--- src/rtl/frame_tx_if.sv ---
// frame_tx_if -- pixel stream in / raster stream out bundle for frame_tx.
//   startFrame  : request one frame (sampled only while idle)
//   PixIn/PixValid/PixReady : upstream byte push handshake
//   FrameOut/IncIndex       : transmitted byte and its valid strobe
//   PxOut/LineOut/FrameRInd : raster position and linear index
//   FrameDone/Busy          : end-of-frame pulse, not-idle flag
// master = upstream source / receiver side, slave = frame_tx.
interface frame_tx_if;
  logic        startFrame;
  logic [7:0]  PixIn;
  logic        PixValid;
  logic        PixReady;
  logic [7:0]  FrameOut;
  logic        IncIndex;
  logic [9:0]  PxOut;
  logic [9:0]  LineOut;
  logic [15:0] FrameRInd;
  logic        FrameDone;
  logic        Busy;

  modport master (
    output startFrame, PixIn, PixValid,
    input  PixReady, FrameOut, IncIndex, PxOut, LineOut, FrameRInd,
           FrameDone, Busy
  );

  modport slave (
    input  startFrame, PixIn, PixValid,
    output PixReady, FrameOut, IncIndex, PxOut, LineOut, FrameRInd,
           FrameDone, Busy
  );
endinterface

--- src/rtl/frame_tx.sv ---
// frame_tx -- buffers upstream pixel bytes in a small FIFO and plays them out
// as a raster of H_ACTIVE x V_ACTIVE pixels with H_BLANK idle cycles after
// every line and V_BLANK further idle cycles after the last line.
// Ports:
//   clk   : sole clock, rising edge
//   reset : synchronous, active high
//   tx    : frame_tx_if.slave (push handshake in, raster stream out)
// PxOut/LineOut give the position of the next pixel to be popped;
// FrameRInd is registered together with FrameOut and names that byte.
module frame_tx #(
  parameter int H_ACTIVE   = 330,
  parameter int V_ACTIVE   = 110,
  parameter int H_BLANK    = 4,
  parameter int V_BLANK    = 2,
  parameter int FIFO_DEPTH = 16
) (
  input  logic        clk,
  input  logic        reset,
  frame_tx_if.slave   tx
);

  localparam int PTR_W   = $clog2(FIFO_DEPTH);
  localparam int CNT_W   = PTR_W + 1;
  localparam int BLK_MAX = (H_BLANK > V_BLANK) ? H_BLANK : V_BLANK;
  localparam int BLK_W   = $clog2(BLK_MAX + 1);

  localparam logic [9:0]       PX_LAST   = 10'(H_ACTIVE - 1);
  localparam logic [9:0]       LINE_LAST = 10'(V_ACTIVE - 1);
  localparam logic [BLK_W-1:0] H_LAST    = BLK_W'(H_BLANK - 1);
  localparam logic [BLK_W-1:0] V_LAST    = BLK_W'(V_BLANK - 1);
  localparam logic [CNT_W-1:0] CNT_FULL  = CNT_W'(FIFO_DEPTH);

  typedef enum logic [1:0] {IDLE, ACTIVE, HBLANK, VBLANK} state_e;

  // ---------------------------------------------------------------- FIFO
  logic [7:0]       mem_q [FIFO_DEPTH];
  logic [PTR_W-1:0] wr_ptr_q, rd_ptr_q;
  logic [CNT_W-1:0] cnt_q;
  logic             push, pop, empty, ready;

  // Readiness is purely occupancy based: a pop in the same cycle does not
  // open a slot for the byte on the input, it is taken next cycle.
  assign ready = (cnt_q < CNT_FULL);
  assign empty = (cnt_q == '0);
  assign push  = tx.PixValid && ready;

  always_ff @(posedge clk) begin
    if (reset) begin
      wr_ptr_q <= '0;
      rd_ptr_q <= '0;
      cnt_q    <= '0;
    end else begin
      if (push) wr_ptr_q <= wr_ptr_q + 1'b1;
      if (pop)  rd_ptr_q <= rd_ptr_q + 1'b1;
      case ({push, pop})
        2'b10:   cnt_q <= cnt_q + 1'b1;
        2'b01:   cnt_q <= cnt_q - 1'b1;
        default: cnt_q <= cnt_q;
      endcase
    end
  end

  // Storage needs no reset; the pointers define what is valid.
  always_ff @(posedge clk) begin
    if (push && !reset) mem_q[wr_ptr_q] <= tx.PixIn;
  end

  // -------------------------------------------------------------- raster
  state_e           state_q, state_d;
  logic [9:0]       px_q, px_d;
  logic [9:0]       line_q, line_d;
  logic [15:0]      idx_q, idx_d;     // linear index of next pixel to pop
  logic [BLK_W-1:0] blk_q, blk_d;     // cycles spent in current blanking
  logic [7:0]       fo_q, fo_d;
  logic [15:0]      fri_q, fri_d;
  logic             inc_q, inc_d;
  logic             done;

  always_ff @(posedge clk) begin
    if (reset) begin
      state_q <= IDLE;
      px_q    <= '0;
      line_q  <= '0;
      idx_q   <= '0;
      blk_q   <= '0;
      fo_q    <= '0;
      fri_q   <= '0;
      inc_q   <= 1'b0;
    end else begin
      state_q <= state_d;
      px_q    <= px_d;
      line_q  <= line_d;
      idx_q   <= idx_d;
      blk_q   <= blk_d;
      fo_q    <= fo_d;
      fri_q   <= fri_d;
      inc_q   <= inc_d;
    end
  end

  always_comb begin
    state_d = state_q;
    px_d    = px_q;
    line_d  = line_q;
    idx_d   = idx_q;
    blk_d   = blk_q;
    fo_d    = fo_q;
    fri_d   = fri_q;
    inc_d   = 1'b0;
    pop     = 1'b0;
    done    = 1'b0;
    case (state_q)
      IDLE: begin
        if (tx.startFrame) begin
          state_d = ACTIVE;
          px_d    = '0;
          line_d  = '0;
          idx_d   = '0;
          fri_d   = '0;
        end
      end
      ACTIVE: begin
        // An empty FIFO simply stalls the raster in place.
        if (!empty) begin
          pop   = 1'b1;
          inc_d = 1'b1;
          fo_d  = mem_q[rd_ptr_q];
          fri_d = idx_q;
          idx_d = idx_q + 16'd1;
          if (px_q == PX_LAST) begin
            px_d    = '0;
            blk_d   = '0;
            state_d = HBLANK;
          end else begin
            px_d = px_q + 10'd1;
          end
        end
      end
      HBLANK: begin
        if (blk_q == H_LAST) begin
          blk_d = '0;
          if (line_q == LINE_LAST) begin
            state_d = VBLANK;
          end else begin
            line_d  = line_q + 10'd1;
            state_d = ACTIVE;
          end
        end else begin
          blk_d = blk_q + 1'b1;
        end
      end
      VBLANK: begin
        if (blk_q == V_LAST) begin
          done    = 1'b1;
          state_d = IDLE;
          line_d  = '0;
          idx_d   = '0;
          fri_d   = '0;
          blk_d   = '0;
        end else begin
          blk_d = blk_q + 1'b1;
        end
      end
      default: state_d = IDLE;
    endcase
  end

  assign tx.PixReady  = ready;
  assign tx.FrameOut  = fo_q;
  assign tx.IncIndex  = inc_q;
  assign tx.PxOut     = px_q;
  assign tx.LineOut   = line_q;
  assign tx.FrameRInd = fri_q;
  assign tx.FrameDone = done;
  assign tx.Busy      = (state_q != IDLE);

endmodule

--- src/flat_wrapper.sv ---
// flat-port wrapper written by rule: the top's interface ports become plain ports
module frame_tx_flat 
#(
  parameter int H_ACTIVE   = 330,
  parameter int V_ACTIVE   = 110,
  parameter int H_BLANK    = 4,
  parameter int V_BLANK    = 2,
  parameter int FIFO_DEPTH = 16
)
  (clk, reset, tx_startFrame, tx_PixIn, tx_PixValid, tx_PixReady, tx_FrameOut, tx_IncIndex, tx_PxOut, tx_LineOut, tx_FrameRInd, tx_FrameDone, tx_Busy);
  frame_tx_if tx_i ();
  input  logic clk;
  input  logic reset;
  input wire logic [$bits(tx_i.startFrame)-1:0] tx_startFrame;
  input wire logic [$bits(tx_i.PixIn)-1:0] tx_PixIn;
  input wire logic [$bits(tx_i.PixValid)-1:0] tx_PixValid;
  output wire logic [$bits(tx_i.PixReady)-1:0] tx_PixReady;
  output wire logic [$bits(tx_i.FrameOut)-1:0] tx_FrameOut;
  output wire logic [$bits(tx_i.IncIndex)-1:0] tx_IncIndex;
  output wire logic [$bits(tx_i.PxOut)-1:0] tx_PxOut;
  output wire logic [$bits(tx_i.LineOut)-1:0] tx_LineOut;
  output wire logic [$bits(tx_i.FrameRInd)-1:0] tx_FrameRInd;
  output wire logic [$bits(tx_i.FrameDone)-1:0] tx_FrameDone;
  output wire logic [$bits(tx_i.Busy)-1:0] tx_Busy;
  assign tx_i.startFrame = tx_startFrame;
  assign tx_i.PixIn = tx_PixIn;
  assign tx_i.PixValid = tx_PixValid;
  assign tx_PixReady = tx_i.PixReady;
  assign tx_FrameOut = tx_i.FrameOut;
  assign tx_IncIndex = tx_i.IncIndex;
  assign tx_PxOut = tx_i.PxOut;
  assign tx_LineOut = tx_i.LineOut;
  assign tx_FrameRInd = tx_i.FrameRInd;
  assign tx_FrameDone = tx_i.FrameDone;
  assign tx_Busy = tx_i.Busy;
  frame_tx #(.H_ACTIVE(H_ACTIVE), .V_ACTIVE(V_ACTIVE), .H_BLANK(H_BLANK), .V_BLANK(V_BLANK), .FIFO_DEPTH(FIFO_DEPTH)) u_core (.clk(clk), .reset(reset), .tx(tx_i));
endmodule
--- config.mk ---
export PLATFORM = sky130hd
export DESIGN_NAME = frame_tx_flat
export DESIGN_NICKNAME = d
export VERILOG_FILES = /design/src/rtl/frame_tx_if.sv /design/src/rtl/frame_tx.sv /design/src/flat_wrapper.sv
export SDC_FILE = /design/constraint.sdc
export NUM_CORES = 1
export LEC_CHECK = 0
export CAP_MARGIN = 20
export CORE_ASPECT_RATIO = 1.2
export CORE_UTILIZATION = 25
export CTS_CLUSTER_SIZE = 40
export DETAILED_ROUTE_END_ITERATION = 10
export DONT_BUFFER_PORTS = 1
export PLACE_DENSITY_LB_ADDON = 0.12
export REMOVE_ABC_BUFFERS = 1
export SKIP_CTS_REPAIR_TIMING = 1
export SLEW_MARGIN = 40
export SYNTH_ARGS = -nofsm -noshare
export SYNTH_HDL_FRONTEND = slang
export SYNTH_SLANG_ARGS = --single-unit
--- constraint.sdc ---
create_clock -name clk -period 8.17 [get_ports clk]
set_input_delay 0.4085 -clock clk [delete_from_list [all_inputs] [get_ports clk]]
set_output_delay 0.4085 -clock clk [all_outputs]
set_load 0.02 [all_outputs]
# After elaboration in Yosys (flattened, before gate mapping)
# Memory sizes are Yosys's and may differ from the RTL's. A register that Yosys moved wholly into a read port is not among the register bits.
# Index checks and enable logic that the tools add are counted.
# word_totals
reg_bits	71
ramBits	128
input_bits	12
output_inout_bits	48
memories	1
# op_classes
add_sub_neg	8
order_cmp	1
eq_ne	15
muxes	33
bitwise	1
n_reduce_logical	17
# memory_table
name	words	word_bits	read_ports	rd_clocked_by_memory_dff	write_ports	line	rtl
u_core.mem_q	16	8	1	1	1	frame_tx.sv:36	logic [7:0] mem_q [FIFO_DEPTH];
# op_table
op	count
$pmux W16 S3	2
$mux W16	4
$mux W10	6
$pmux W10 S3	1
$add A10 B1 Y10 const B	2
$pmux W10 S2	1
$add A16 B1 Y16 const B	1
$mux W2	6
$mux W3	4
$eq A10 B7 Y1 const B	1
$eq A10 B9 Y1 const B	1
$pmux W5 S2	1
$reduce_and A5 Y1	2
$pmux W3 S3	1
$reduce_bool A3 Y1	3
$add A4 B1 Y4 const B	2
$pmux W2 S4	1
$eq A2 B2 Y1 const B	3
$mux W1	6
$ne A2 B1 Y1 const B	3
$ne A2 B2 Y1 const B	3
$reduce_and A3 Y1	2
$reduce_bool A2 Y1	3
$add A5 B1 Y5 const B	1
13 further kinds	15

# Logic depth before layout (Yosys ltp)
# depth
depth_word	5
depth_mapped	13

# Worst setup path before layout
# Ideal clock, no wire load.
# synth_path
kind	register -> register
start	register u_core.cnt_q[0]
end	register u_core.cnt_q[4]
setup_ns	0.121
t_arrival_ns	2.976
required_ns	8.049
setup_slack_ns	5.073
path_stages_with_launch	14
path_buffers	3
path_cell_list	dfxtp_1 -> or4_1 -> buf_2 -> o21ai_2 -> buf_2 -> inv_1 -> ha_1 -> clkbuf_1 -> xor2_1 -> ha_1 -> a21oi_1 -> a22oi_1 -> a31oi_1 -> mux2_2
# synth_between
elab_chain_cells	5
word_cells_on_any_way	11
classes_between	2 x add/sub; 1 x order compare; 2 x eq/ne; 3 x mux; 3 x reduce/logical
# synth_lines
item	line	rtl
start: declaration	frame_tx.sv:38	logic [CNT_W-1:0] cnt_q;
start signal: assignment	frame_tx.sv:56	2'b10: cnt_q <= cnt_q + 1'b1;
start signal: assignment	frame_tx.sv:57	2'b01: cnt_q <= cnt_q - 1'b1;
start signal: assignment	frame_tx.sv:58	default: cnt_q <= cnt_q;
branches (longest 5 deep; another with $lt A5 B5 Y1)	n/a	
# Several ways; the timed one is not identified.
# A chain may end at the register's enable or synchronous reset.

# Worst setup path after layout
# layout_path
start	register u_core.cnt_q[4]
end	register u_core.cnt_q[4]
# The elaborated chain is that of the path after synthesis.

==> flow_summary.ini <==
[critical_path]
path_cells = or4_1, o21ai_2, inv_1, ha_1, xor2_1, ha_1, a21oi_1, a22oi_1, a31oi_1, mux2_2
slowest_stage = or4_1
critPathMaxStageDelay_ns = 0.70
endpoint_kind = flop
path_buf_inv = 1
worstPathArrival_ns = 4.05
crit_top_cell = ha_1
cp_max_fo = 15
worstPathRequired_ns = 8.59
start_kind = flop
worst-setup-path-type = reg -> reg
cp_top_family = compound AO/OA/AOI/OAI gates

[timing]
max_slew.worst_pin.slew_ns = 0.744
max_slew_margin_pct = 50.4
worst_slack_ns = 4.54
final-hold-violation-count = 0
fin_setup_tns_ns = 0
setup_violations = 0
fin_crit_sh_pct = 44.4
rsz0062_at_grt = false
clock.fmax_mhz = 276
worst_clock_skew_ns = 0.0160
whs_ns = 0.0325
fin_crit_ns = 3.63
drv_slew = 0

[routing]
routed-via-count = 5724
drtPass1Iterations = 4
viasPerCell = 4.81
wire_per_inst_um = 18.6
ant_nets = 0
totalWireLength_um = 22100
post-route-drc-count = 0
dr.first_iter.drc_count = 326

[placement]
dp_hpwl_um = 14200
post-place-ws_ns = 4.59
place_area_mm2 = 0.00959
gp_congestion = 0.745
dp.cells = 1131
port_buffers = 0

[logic_synthesis]
synth_cell_type_count = 64
syn_area_mm2 = 0.00911
synth_seq_area_share_pct = 59.5
ys_warn_count = 0
ys_ff_latch = 207
async_flop_share_pct = 0
avgSynthCellArea_um2 = 13.0
syn_inst = 703
synth-edff-count = 128
ys.flop_type = edfxtp_1

[layout]
area_growth_pct = 16.2
regArea_mm2 = 0.00543
instances_no_fill = 1189
drive_above_1_share_pct = 17.5
post-route-util_pct = 29.5
fillers = 3660
final_nets = 729
final_cell_mix = edfxtp_1, dfxtp_1, nand3_1
multiInputGateArea_mm2 = 0.00348
mostFrequentLayoutCell = edfxtp_1
final_cell_area_mm2 = 0.0106

[clocking]
clock_path_buffers = 3
clkSlewWorstSetupHoldPaths_ns = 0.06
root_buffer = clkbuf_16
tritoncts = built
cts_sinks = 207
h-tree-depth = 1
numCtsBuffers = 25
clkLatencyLatePin_ns = 0.54

[floorplan]
num_rows = 76
dieHeight_um = 211
die_w_um = 176
initial_utilization_pct = 25.4
core_area_mm2 = 0.0359
io_pins = 60
dieArea_mm2 = 0.0372

[global_routing]
grt_pass1_vias = 5677
antenna_found_initial = 3
grt_pass1_wl_um = 33700
grt.overflow.total = 0
grt_usage_pct = 11.7
grt_max_degree = 40

[outcome]
outcome = complete, no violations

[pwr]
powerDensity_mw_per_mm2 = 254
power_mw = 2.69
vdd_ir_drop_max_mv = 0.154
p_leak_nw = 3.22

[flow_run]
drv_cap = 0

[worst_hold_path]
hold_path_class = in -> reg
routing by layer:
layer  GRT usage [%]  routed length [µm]  vias to the layer above
met3            2.47                1110                       38
li1                -                   -                     2731
met5               0                   0                        -
met2            20.2               10900                      110
met4            3.96                 566                        0
met1            14.4                9530                     2845
path summary, 6_finish.rpt:
kind,cells after the start,end,slack [ns],startpoint
worst max-delay path,10,u_core.cnt_q[4],4.54,u_core.cnt_q[4]
worst min-delay path,1,u_core.blk_q[2],0.03,reset
worst max register to register,10,u_core.cnt_q[4],4.54,u_core.cnt_q[4]
worst min register to register,2,u_core.tx.FrameRInd[9],0.50,u_core.idx_q[9]
Yosys cell counts (16+ instances only):
cell type	n	area (µm²)
nor2_1	33	124
dfxtp_1	79	1580
mux2i_1	28	280
clkbuf_1	26	97.6
nand3_1	43	215
buf_2	16	80.1
ha_1	18	225
o21ai_0	22	110
mux4_2	32	721
edfxtp_1	128	3840
a21oi_1	38	190
nand2_1	26	97.6
where the power goes:
group / total [mW] / internal (mW) / switching (mW)
combinational: 0.324 / 0.109 / 0.215
clock: 1.17 / 0.724 / 0.446
sequential: 1.19 / 1.14 / 0.0517
total: 2.69 / 1.97 / 0.712
registers in the layout (all words and copies together) (netlist names):
| signal | cells |
|---|---|
| u_core.rd_ptr_q | 4 |
| u_core.tx.FrameOut | 8 |
| u_core.state_q | 2 |
| u_core.tx.FrameRInd | 16 |
| u_core.tx.IncIndex | 1 |
| u_core.blk_q | 3 |
| u_core.mem_q | 128 |
| u_core.wr_ptr_q | 4 |
| u_core.cnt_q | 5 |
| u_core.idx_q | 16 |
| u_core.tx.PxOut | 10 |
| u_core.tx.LineOut | 10 |
layout make-up:
class | instances | area share, %
multi-input combinational | 432 | 32.9
tap | 468 | 5.53
antenna | 3 | 0.0709
clock inverter | 16 | 2.10
timing repair buffer | 18 | 1.58
sequential | 207 | 51.2
clock buffer | 30 | 6.08
inverter | 15 | 0.532
logic make-up after synthesis:
| group | after synthesis | synth area share, % |
|---|---|---|
| xor+xnor | 9 | 0.865 |
| compound gates | 129 | 9.14 |
| buf+inv | 64 | 3.02 |
| fa+ha+maj | 18 | 2.47 |
| flops | 207 | 59.5 |
| simple gates | 213 | 13.6 |
| mux | 63 | 11.4 |
(Power assumes the default switching activity.)
